## src/rtl/ball_motion_engine.sv

```systemverilog
// Square-ball motion engine for a Pong-style playfield.
// Steps the ball once per frame tick, bounces it off the top/bottom walls and
// paddles, speeds up every few paddle hits, reports misses as score pulses,
// and answers per-pixel draw queries with a registered colour.
module ball_motion_engine #(
  parameter int          SCREEN_X         = 640,
  parameter int          SCREEN_Y         = 480,
  parameter int          POS_W            = 10,
  parameter int          BALL_SIZE        = 8,
  parameter int          BASE_STEP        = 1,
  parameter int          MAX_STEP         = 4,
  parameter int          HITS_PER_SPEEDUP = 4,
  parameter int          SERVE_DELAY      = 60,
  parameter logic [2:0]  BALL_RGB         = 3'b111
) (
  input  logic             clock_i,
  input  logic             reset_n_i,
  input  logic             frame_tick_i,
  input  logic             serve_i,
  input  logic             paddle_hit_i,
  input  logic [POS_W-1:0] row_i,
  input  logic [POS_W-1:0] col_i,
  output logic [2:0]       rgb_o,
  output logic [POS_W-1:0] pos_x_o,
  output logic [POS_W-1:0] pos_y_o,
  output logic             dir_x_o,
  output logic             dir_y_o,
  output logic [2:0]       step_o,
  output logic             score_left_o,
  output logic             score_right_o,
  output logic             moving_o
);

  localparam int HC_W = (HITS_PER_SPEEDUP < 1) ? 1 : $clog2(HITS_PER_SPEEDUP + 1);
  localparam int SC_W = (SERVE_DELAY < 1) ? 1 : $clog2(SERVE_DELAY + 1);

  // Everything positional is compared one bit wider so sums never wrap.
  localparam logic [POS_W:0]   XMAX = (POS_W+1)'(SCREEN_X - BALL_SIZE);
  localparam logic [POS_W:0]   YMAX = (POS_W+1)'(SCREEN_Y - BALL_SIZE);
  localparam logic [POS_W:0]   BSZ  = (POS_W+1)'(BALL_SIZE);
  localparam logic [POS_W-1:0] X0   = POS_W'((SCREEN_X - BALL_SIZE) / 2);
  localparam logic [POS_W-1:0] Y0   = POS_W'((SCREEN_Y - BALL_SIZE) / 2);
  localparam logic [2:0]       STEP_BASE = 3'(BASE_STEP);
  localparam logic [2:0]       STEP_MAX  = 3'(MAX_STEP);
  localparam logic [HC_W-1:0]  HITS_TGT  = HC_W'(HITS_PER_SPEEDUP);
  localparam logic [SC_W-1:0]  SRV_TGT   = SC_W'(SERVE_DELAY);

  typedef enum logic [1:0] {IDLE, SERVE_WAIT, MOVING, SCORED} state_e;

  state_e           state_q, state_d;
  logic [POS_W-1:0] pos_x_q, pos_x_d, pos_y_q, pos_y_d;
  logic             dir_x_q, dir_x_d, dir_y_q, dir_y_d;
  logic [2:0]       step_q, step_d;
  logic [HC_W-1:0]  hit_q, hit_d;
  logic [SC_W-1:0]  srv_q, srv_d;
  logic             sl_q, sl_d, sr_q, sr_d;
  logic [2:0]       rgb_q, rgb_d;

  logic [POS_W:0]   px, py, s, cx, ry;
  logic             scored;

  assign px = {1'b0, pos_x_q};
  assign py = {1'b0, pos_y_q};
  assign s  = (POS_W+1)'(step_q);
  assign cx = {1'b0, col_i};
  assign ry = {1'b0, row_i};

  // Next-state and motion: one step per frame tick while MOVING.
  always_comb begin
    state_d = state_q;
    pos_x_d = pos_x_q;
    pos_y_d = pos_y_q;
    dir_x_d = dir_x_q;
    dir_y_d = dir_y_q;
    step_d  = step_q;
    hit_d   = hit_q;
    srv_d   = srv_q;
    sl_d    = 1'b0;
    sr_d    = 1'b0;
    scored  = 1'b0;
    case (state_q)
      IDLE: begin
        pos_x_d = X0;
        pos_y_d = Y0;
        if (serve_i) begin
          state_d = SERVE_WAIT;
          srv_d   = '0;
          step_d  = STEP_BASE;
          hit_d   = '0;
        end
      end
      SERVE_WAIT: begin
        if (frame_tick_i) begin
          srv_d = srv_q + 1'b1;
          if (srv_q + 1'b1 == SRV_TGT) state_d = MOVING;
        end
      end
      MOVING: begin
        if (frame_tick_i) begin
          if (paddle_hit_i) begin
            dir_x_d = ~dir_x_q;
            hit_d   = hit_q + 1'b1;
            if (hit_q + 1'b1 == HITS_TGT) begin
              hit_d  = '0;
              step_d = (step_q >= STEP_MAX) ? STEP_MAX : step_q + 3'd1;
            end
            // Move away in the new direction; clamp so a late hit can never
            // push the ball outside the playfield.
            if (dir_x_q) pos_x_d = (px + s > XMAX) ? XMAX[POS_W-1:0] : pos_x_q + s[POS_W-1:0];
            else         pos_x_d = (px < s) ? '0 : pos_x_q - s[POS_W-1:0];
          end else if (dir_x_q && px < s) begin
            sr_d    = 1'b1;
            scored  = 1'b1;
            state_d = SCORED;
          end else if (!dir_x_q && px + s > XMAX) begin
            sl_d    = 1'b1;
            scored  = 1'b1;
            state_d = SCORED;
          end else begin
            pos_x_d = dir_x_q ? pos_x_q - s[POS_W-1:0] : pos_x_q + s[POS_W-1:0];
          end
          if (!scored) begin
            if (!dir_y_q) begin
              if (py + s >= YMAX) begin
                pos_y_d = YMAX[POS_W-1:0];
                dir_y_d = 1'b1;
              end else pos_y_d = pos_y_q + s[POS_W-1:0];
            end else begin
              if (py <= s) begin
                pos_y_d = '0;
                dir_y_d = 1'b0;
              end else pos_y_d = pos_y_q - s[POS_W-1:0];
            end
          end
        end
      end
      SCORED: begin
        // Re-serve from centre, heading toward the player who scored.
        pos_x_d = X0;
        pos_y_d = Y0;
        dir_x_d = ~dir_x_q;
        srv_d   = '0;
        state_d = SERVE_WAIT;
      end
      default: state_d = IDLE;
    endcase
  end

  // Pixel query against the current position; result lands next cycle.
  always_comb begin
    rgb_d = 3'b000;
    if (cx >= px && cx < px + BSZ && ry >= py && ry < py + BSZ) rgb_d = BALL_RGB;
  end

  // State and output registers.
  always_ff @(posedge clock_i or negedge reset_n_i) begin
    if (!reset_n_i) begin
      state_q <= IDLE;
      pos_x_q <= X0;
      pos_y_q <= Y0;
      dir_x_q <= 1'b0;
      dir_y_q <= 1'b0;
      step_q  <= STEP_BASE;
      hit_q   <= '0;
      srv_q   <= '0;
      sl_q    <= 1'b0;
      sr_q    <= 1'b0;
      rgb_q   <= 3'b000;
    end else begin
      state_q <= state_d;
      pos_x_q <= pos_x_d;
      pos_y_q <= pos_y_d;
      dir_x_q <= dir_x_d;
      dir_y_q <= dir_y_d;
      step_q  <= step_d;
      hit_q   <= hit_d;
      srv_q   <= srv_d;
      sl_q    <= sl_d;
      sr_q    <= sr_d;
      rgb_q   <= rgb_d;
    end
  end

  assign rgb_o         = rgb_q;
  assign pos_x_o       = pos_x_q;
  assign pos_y_o       = pos_y_q;
  assign dir_x_o       = dir_x_q;
  assign dir_y_o       = dir_y_q;
  assign step_o        = step_q;
  assign score_left_o  = sl_q;
  assign score_right_o = sr_q;
  assign moving_o      = (state_q == MOVING);

endmodule

```

## config.mk

```make
export PLATFORM = sky130hd
export DESIGN_NAME = ball_motion_engine
export DESIGN_NICKNAME = d
export VERILOG_FILES = /design/src/rtl/ball_motion_engine.sv
export SDC_FILE = /design/constraint.sdc
export NUM_CORES = 1
export LEC_CHECK = 0
export ABC_AREA = 1
export CAP_MARGIN = 15
export CELL_PAD_IN_SITES_DETAIL_PLACEMENT = 1
export CELL_PAD_IN_SITES_GLOBAL_PLACEMENT = 1
export CORE_ASPECT_RATIO = 1.4
export CORE_MARGIN = 4
export CORE_UTILIZATION = 45
export CTS_BUF_LIST = sky130_fd_sc_hd__clkbuf_4 sky130_fd_sc_hd__clkbuf_8
export CTS_CLUSTER_DIAMETER = 50
export CTS_CLUSTER_SIZE = 14
export DETAILED_ROUTE_END_ITERATION = 6
export PLACE_DENSITY_LB_ADDON = 0.1
export SYNTH_ARGS = -nofsm -noshare
export SYNTH_HDL_FRONTEND = slang
export SYNTH_SLANG_ARGS = --single-unit
export TNS_END_PERCENT = 30
```

## constraint.sdc

```tcl
create_clock -name clock_i -period 8.3 [get_ports clock_i]
set_input_delay 1.245 -clock clock_i [delete_from_list [all_inputs] [get_ports clock_i]]
set_output_delay 1.245 -clock clock_i [all_outputs]
set_load 0.02 [all_outputs]
```

After elaboration in Yosys (flattened, before gate mapping)
Cells that the tools add are included.

Bits in registers: 41. Bits of input ports: 25. Output and inout port bits: 31. Logic and storage cells: 126.

Add/subtract/negate cells: 11. Magnitude comparators: 9. Equality and inequality tests: 16. Mux-type cells: 57. Bitwise operators: 2. Reductions and logical operators: 20.

Operators with widths (count): $mux 10 (13); $pmux 10 s2 (2); $mux 3 (10); $add 10x3->11 (2); $add 10x4->11 const B (2); $lt 10x11->1 (2); $add 10x3->10 (2); $ge 10x10->1 (2); $sub 10x3->10 (2); $mux 1 (18); $pmux 6 s3 (1); $mux 2 (7); $ne 2x2->1 const B (7); $mux 6 (2); $pmux 3 s2 (2); $reduce_and 3->1 (4); $ge 11x9->1 const B (1); $gt 11x10->1 const B (1); $le 10x3->1 (1); $lt 10x3->1 (1); $pmux 2 s4 (1); $reduce_and 4->1 (2); $add 3x1->3 const B (2); $add 6x1->6 const B (1); other kinds (18) (27).

Longest topological paths before layout
Depth after elaboration: 11. Mapped depth: 19. Depth with buffers taken out: 19.

Worst setup path before layout
Ideal clock, no wire load.

Path kind: reg-to-reg. Start point: register step_q[0], in the netlist step_o[0]. End point: register pos_x_q[9], in the netlist pos_x_o[9]. Library setup time: 123 ps. Arrival time: 2579 ps. Data required time: 8177 ps. Setup slack: 5598 ps. Stages on the path, launching flop included: 19. Path buffers: 1. Clock period less this slack: 2702 ps. Path through: dfstp_2 > ha_1 > inv_1 > fa_1 > o21ai_4 > nand2_1 > nand2_1 > nand2_1 > nor2_1 > nand2_1 > nand2_2 > nand2_4 > nand2_4 > nand3_4 > nand2_4 > inv_6 > buf_8 > nand2_1 > o21ai_1.

Cells in the longest elaborated chain, start to end: 7. Elaborated cells between the ends (all ways): 19. Those cells by class: add/sub: 3; order compare: 2; eq/ne: 2; mux: 9; reduce/logical: 3.

RTL lines: from (decl) (RTL line 53) `logic [2:0] step_q, step_d;`; from (signal assigned) (RTL line 175) `step_q <= step_d;`; $add 10x3->11, or another cell as far along (RTL line 109, 115); $gt 11x10->1 or $mux 10 (tied branches) (RTL line 109, 115, 120); $mux 10 (on tied branches) (RTL line 109, 115); $mux 10 (on tied branches) (RTL line 109, 111); $mux 10 (RTL line 100) `if (paddle_hit_i) begin`; $mux 10 (RTL line 99) `if (frame_tick_i) begin`; $pmux 10 s2 (RTL line 81) `case (state_q)`; to (signal assigned) (RTL line 171) `pos_x_q <= pos_x_d;`; to (decl) (RTL line 51) `logic [POS_W-1:0] pos_x_q, pos_x_d, pos_y_q, pos_y_d;`.

Several ways; a longest one is shown, not always the timed one. The select of a mux whose other input is x is not followed. A chain may end at the register's enable or synchronous reset.

Worst setup path after layout
Start point: register state_q[0]. End point: output port moving_o.

Cells in the longest elaborated chain, start to end: 1.

RTL lines: from (decl) (RTL line 50) `state_e state_q, state_d;`; from (signal assigned) (RTL line 170) `state_q <= state_d;`; $eq 2x2->1 (RTL line 192) `assign moving_o = (state_q == MOVING);`; to (decl) (RTL line 31) `output logic moving_o`.

Every way passes these cells.

==> run metrics <==
CP Buf/Inv Count 2; Die Footprint 11,600 um2; Clock Tree Root clkbuf_8; routed wl met3 304 um; worst skew pair latency 290 ps; Static Leak 2.47 nW; Period minus WS final 3340 ps; post-synth cell types 48; R2R cell count 15; routability cong. 0.925; Core Region 9560 um2; status complete, no violations; clk slew on worst S/H paths 80 ps; Buffers on Ports 55; largest net degree at the start of global routing 40; Avg Cell Area, Syn 6.90 um2; top cells by area, synth ha_1 (17%), dfrtp_1 (16%), nand2_1 (14%); drt drc 0; critical path depth 3; CP arrival 2090 ps; CP max FO 17; Worst VDD drop 0.000232 V; top layer in use met4; Power Density 356 nW/um2; Synth top area share 0.171; Total GRT Usage 0.254; Pre-antenna DRT Iters 5; first-pass GRT wire length 24,200 um; crit-path cells inv_1 -> ha_1 -> clkdlybuf4s50_1; Placement Rows 42; IO Pins 56; Max Cap Viol 0; Die X 92.2 um; RSZ-0062 raised after global routing false; crit start category flop; WL met1 5780 um; CP Capture Type primary output; Fmax achieved 0.300 GHz; n_diodes 0; slowest cell delay on critical path 720 ps; total setup buffers inserted after CTS 0; Seq/Total Area, Yosys 0.222; reg2reg end state_q[1]; Post-DP Area 5080 um2; Final ANT Viol Nets 0; DIE HEIGHT 126 um; DRT iter0 DRCs 102; Hold Path Depth 1; synth warn 0; CP Class reg2out; vias in the first global route 4,949; Layout fillers 1,293; synthesis-to-finish area growth 15.7%; worst reg2reg path startpoint step_o[0]; R2R setup slack 5130 ps; DR vias/cell 5.58; Resize count post-CTS 0; synthesized area 4470 um2; clk_skew 2.78 ps; Slew Viols, Final 0; NumNets Final 781; final wirelength 14,300 um; Seq cells post-synth 39; Rel. slew slack 0.390; share of cells above drive strength 1 0.0650; Worst Hold Class reg2reg; initial antenna violation count 0; cell family with most CP delay buffers and inverters; Sink Count 39; Hold Path Origin hit_q[0]; worst slack at placement 4940 ps; Worst-Margin Slew 914 ps; # hold bufs at CTS 0; DP Wirelength 11,700 um; final setup fails 0; DR vias 4,601; slowest CP cell clkdlybuf4s50_1; CTS tree yes; final setup TNS 0 ps; Post-Synthesis Cells 647; Num CTS Buffers 5; Initial Util 0.467; post-synth top area cell ha_1; crit path to moving_o; Routed WL per cell 17.4 um; Post-Syn Nets 737; final hold violation count 0; met2 wire length 7830 um; Tcrit/Tclk final 0.402; overall power 1.84 mW; Setup crit start state_q[0]; CTS H-tree depth 2; Fin Hold WS 510 ps; GRT Residual Overflow 0; cell area after layout 5170 um2; Bufs on Longest Clock Path 2; critical path data required time 7050 ps; Final Worst Setup Slack 4960 ps
==> logic make-up after synthesis <==
group,after synthesis,share of synthesized area
and+or+nand+nor,302,0.301
AOI/OAI and AO/OA,114,0.143
buffers and inverters,99,0.0916
adders and majority gates,65,0.189
DFF,39,0.222
xor gates and xnor gates,28,0.0549
==> synth_stat cells, drive strengths merged <==
cell type	n
a211oi	3
a21oi	44
a22oi	1
and3	1
buf	8
clkbuf	10
clkinv	2
dfrtp	28
dfstp	11
fa	4
ha	61
inv	79
nand2	168
nand3	44
nand3b	1
nand4	17
nor2	59
nor3	6
nor3b	1
nor4	3
o2111ai	1
o211ai	6
o21a	2
o21ai	47
o21bai	3
o221ai	1
o22ai	5
o41ai	1
or2	1
or3	1
xnor2	2
xor2	26
==> routing by layer <==
| layer | global-route usage | vias up |
|---|---|---|
| met5 | 0 | - |
| met2 | 0.488 | 85 |
| li1 | - | 2225 |
| met3 | 0.0268 | 25 |
| met1 | 0.282 | 2266 |
| met4 | 0.0954 | 0 |
==> through the flow <==
step | util | instances
after floorplan | - | 647
after global placement | 0.531 | 816
after detailed placement | 0.531 | 816
after CTS | 0.540 | 824
after global routing | 0.540 | 824
final | 0.540 | 824
==> cell usage in the layout, fill, tap and decap left out, types with 4 or more instances in the layout <==
| master | instances |
|---|---|
| nor3_1 | 5 |
| inv_1 | 71 |
| dfstp_2 | 11 |
| o21ai_0 | 35 |
| nand4_1 | 16 |
| dfrtp_1 | 28 |
| fa_1 | 4 |
| nand3_1 | 40 |
| nor2_1 | 55 |
| nand2_1 | 163 |
| a21oi_1 | 44 |
| clkdlybuf4s50_1 | 54 |
| xor2_1 | 26 |
| o211ai_1 | 6 |
| clkbuf_8 | 5 |
| o22ai_1 | 5 |
| ha_1 | 61 |
| inv_2 | 7 |
| o21ai_1 | 11 |
==> flip-flops by register name (all words and copies together), names as in the netlist <==
signal	cells
score_right_o	1
pos_x_o	10
rgb_o	1
hit_q	3
step_o	3
pos_y_o	10
srv_q	6
dir_y_o	1
score_left_o	1
state_q	2
dir_x_o	1
==> worst reg2reg max path, stage by stage, from the launching register on <==
cell	delay, ps
dfstp_2	630
ha_1	170
inv_1	60
fa_1	390
nand2_1	90
nand2_1	120
nor2_1	230
nand3_1	150
nor2_1	320
inv_1	140
o21ai_0	240
inv_1	70
nand2_1	170
nand3_1	130
nand2_1	90
nand2_1	50
==> area by class of cell <==
type                    instances  area [um2]  area share
clock buffers                   7        83.8      0.0162
clock inverters                 1        5.00    0.000969
well taps                     132         165      0.0320
repair buffers                 55         546       0.106
flip-flops and latches         39         990       0.192
inverters                      81         309      0.0598
multi-input cells             509        3070       0.594
==> power by group <==
group	internal, mW	switching (mW)	leakage (nW)
logic	0.465	0.837	1.93
clock network	0.0656	0.0682	0.0491
registers	0.274	0.131	0.492
==> worst min path at each step <==
| stage | endpoint | slack [ps] |
|---|---|---|
| floorplan | hit_q[1] | 460 |
| global placement | hit_q[0] | 490 |
| detailed placement | hit_q[0] | 500 |
| CTS | hit_q[0] | 510 |
| global route | hit_q[0] | 550 |
| finish | hit_q[0] | 510 |
Note: power is estimated with default switching activity, not from simulation.
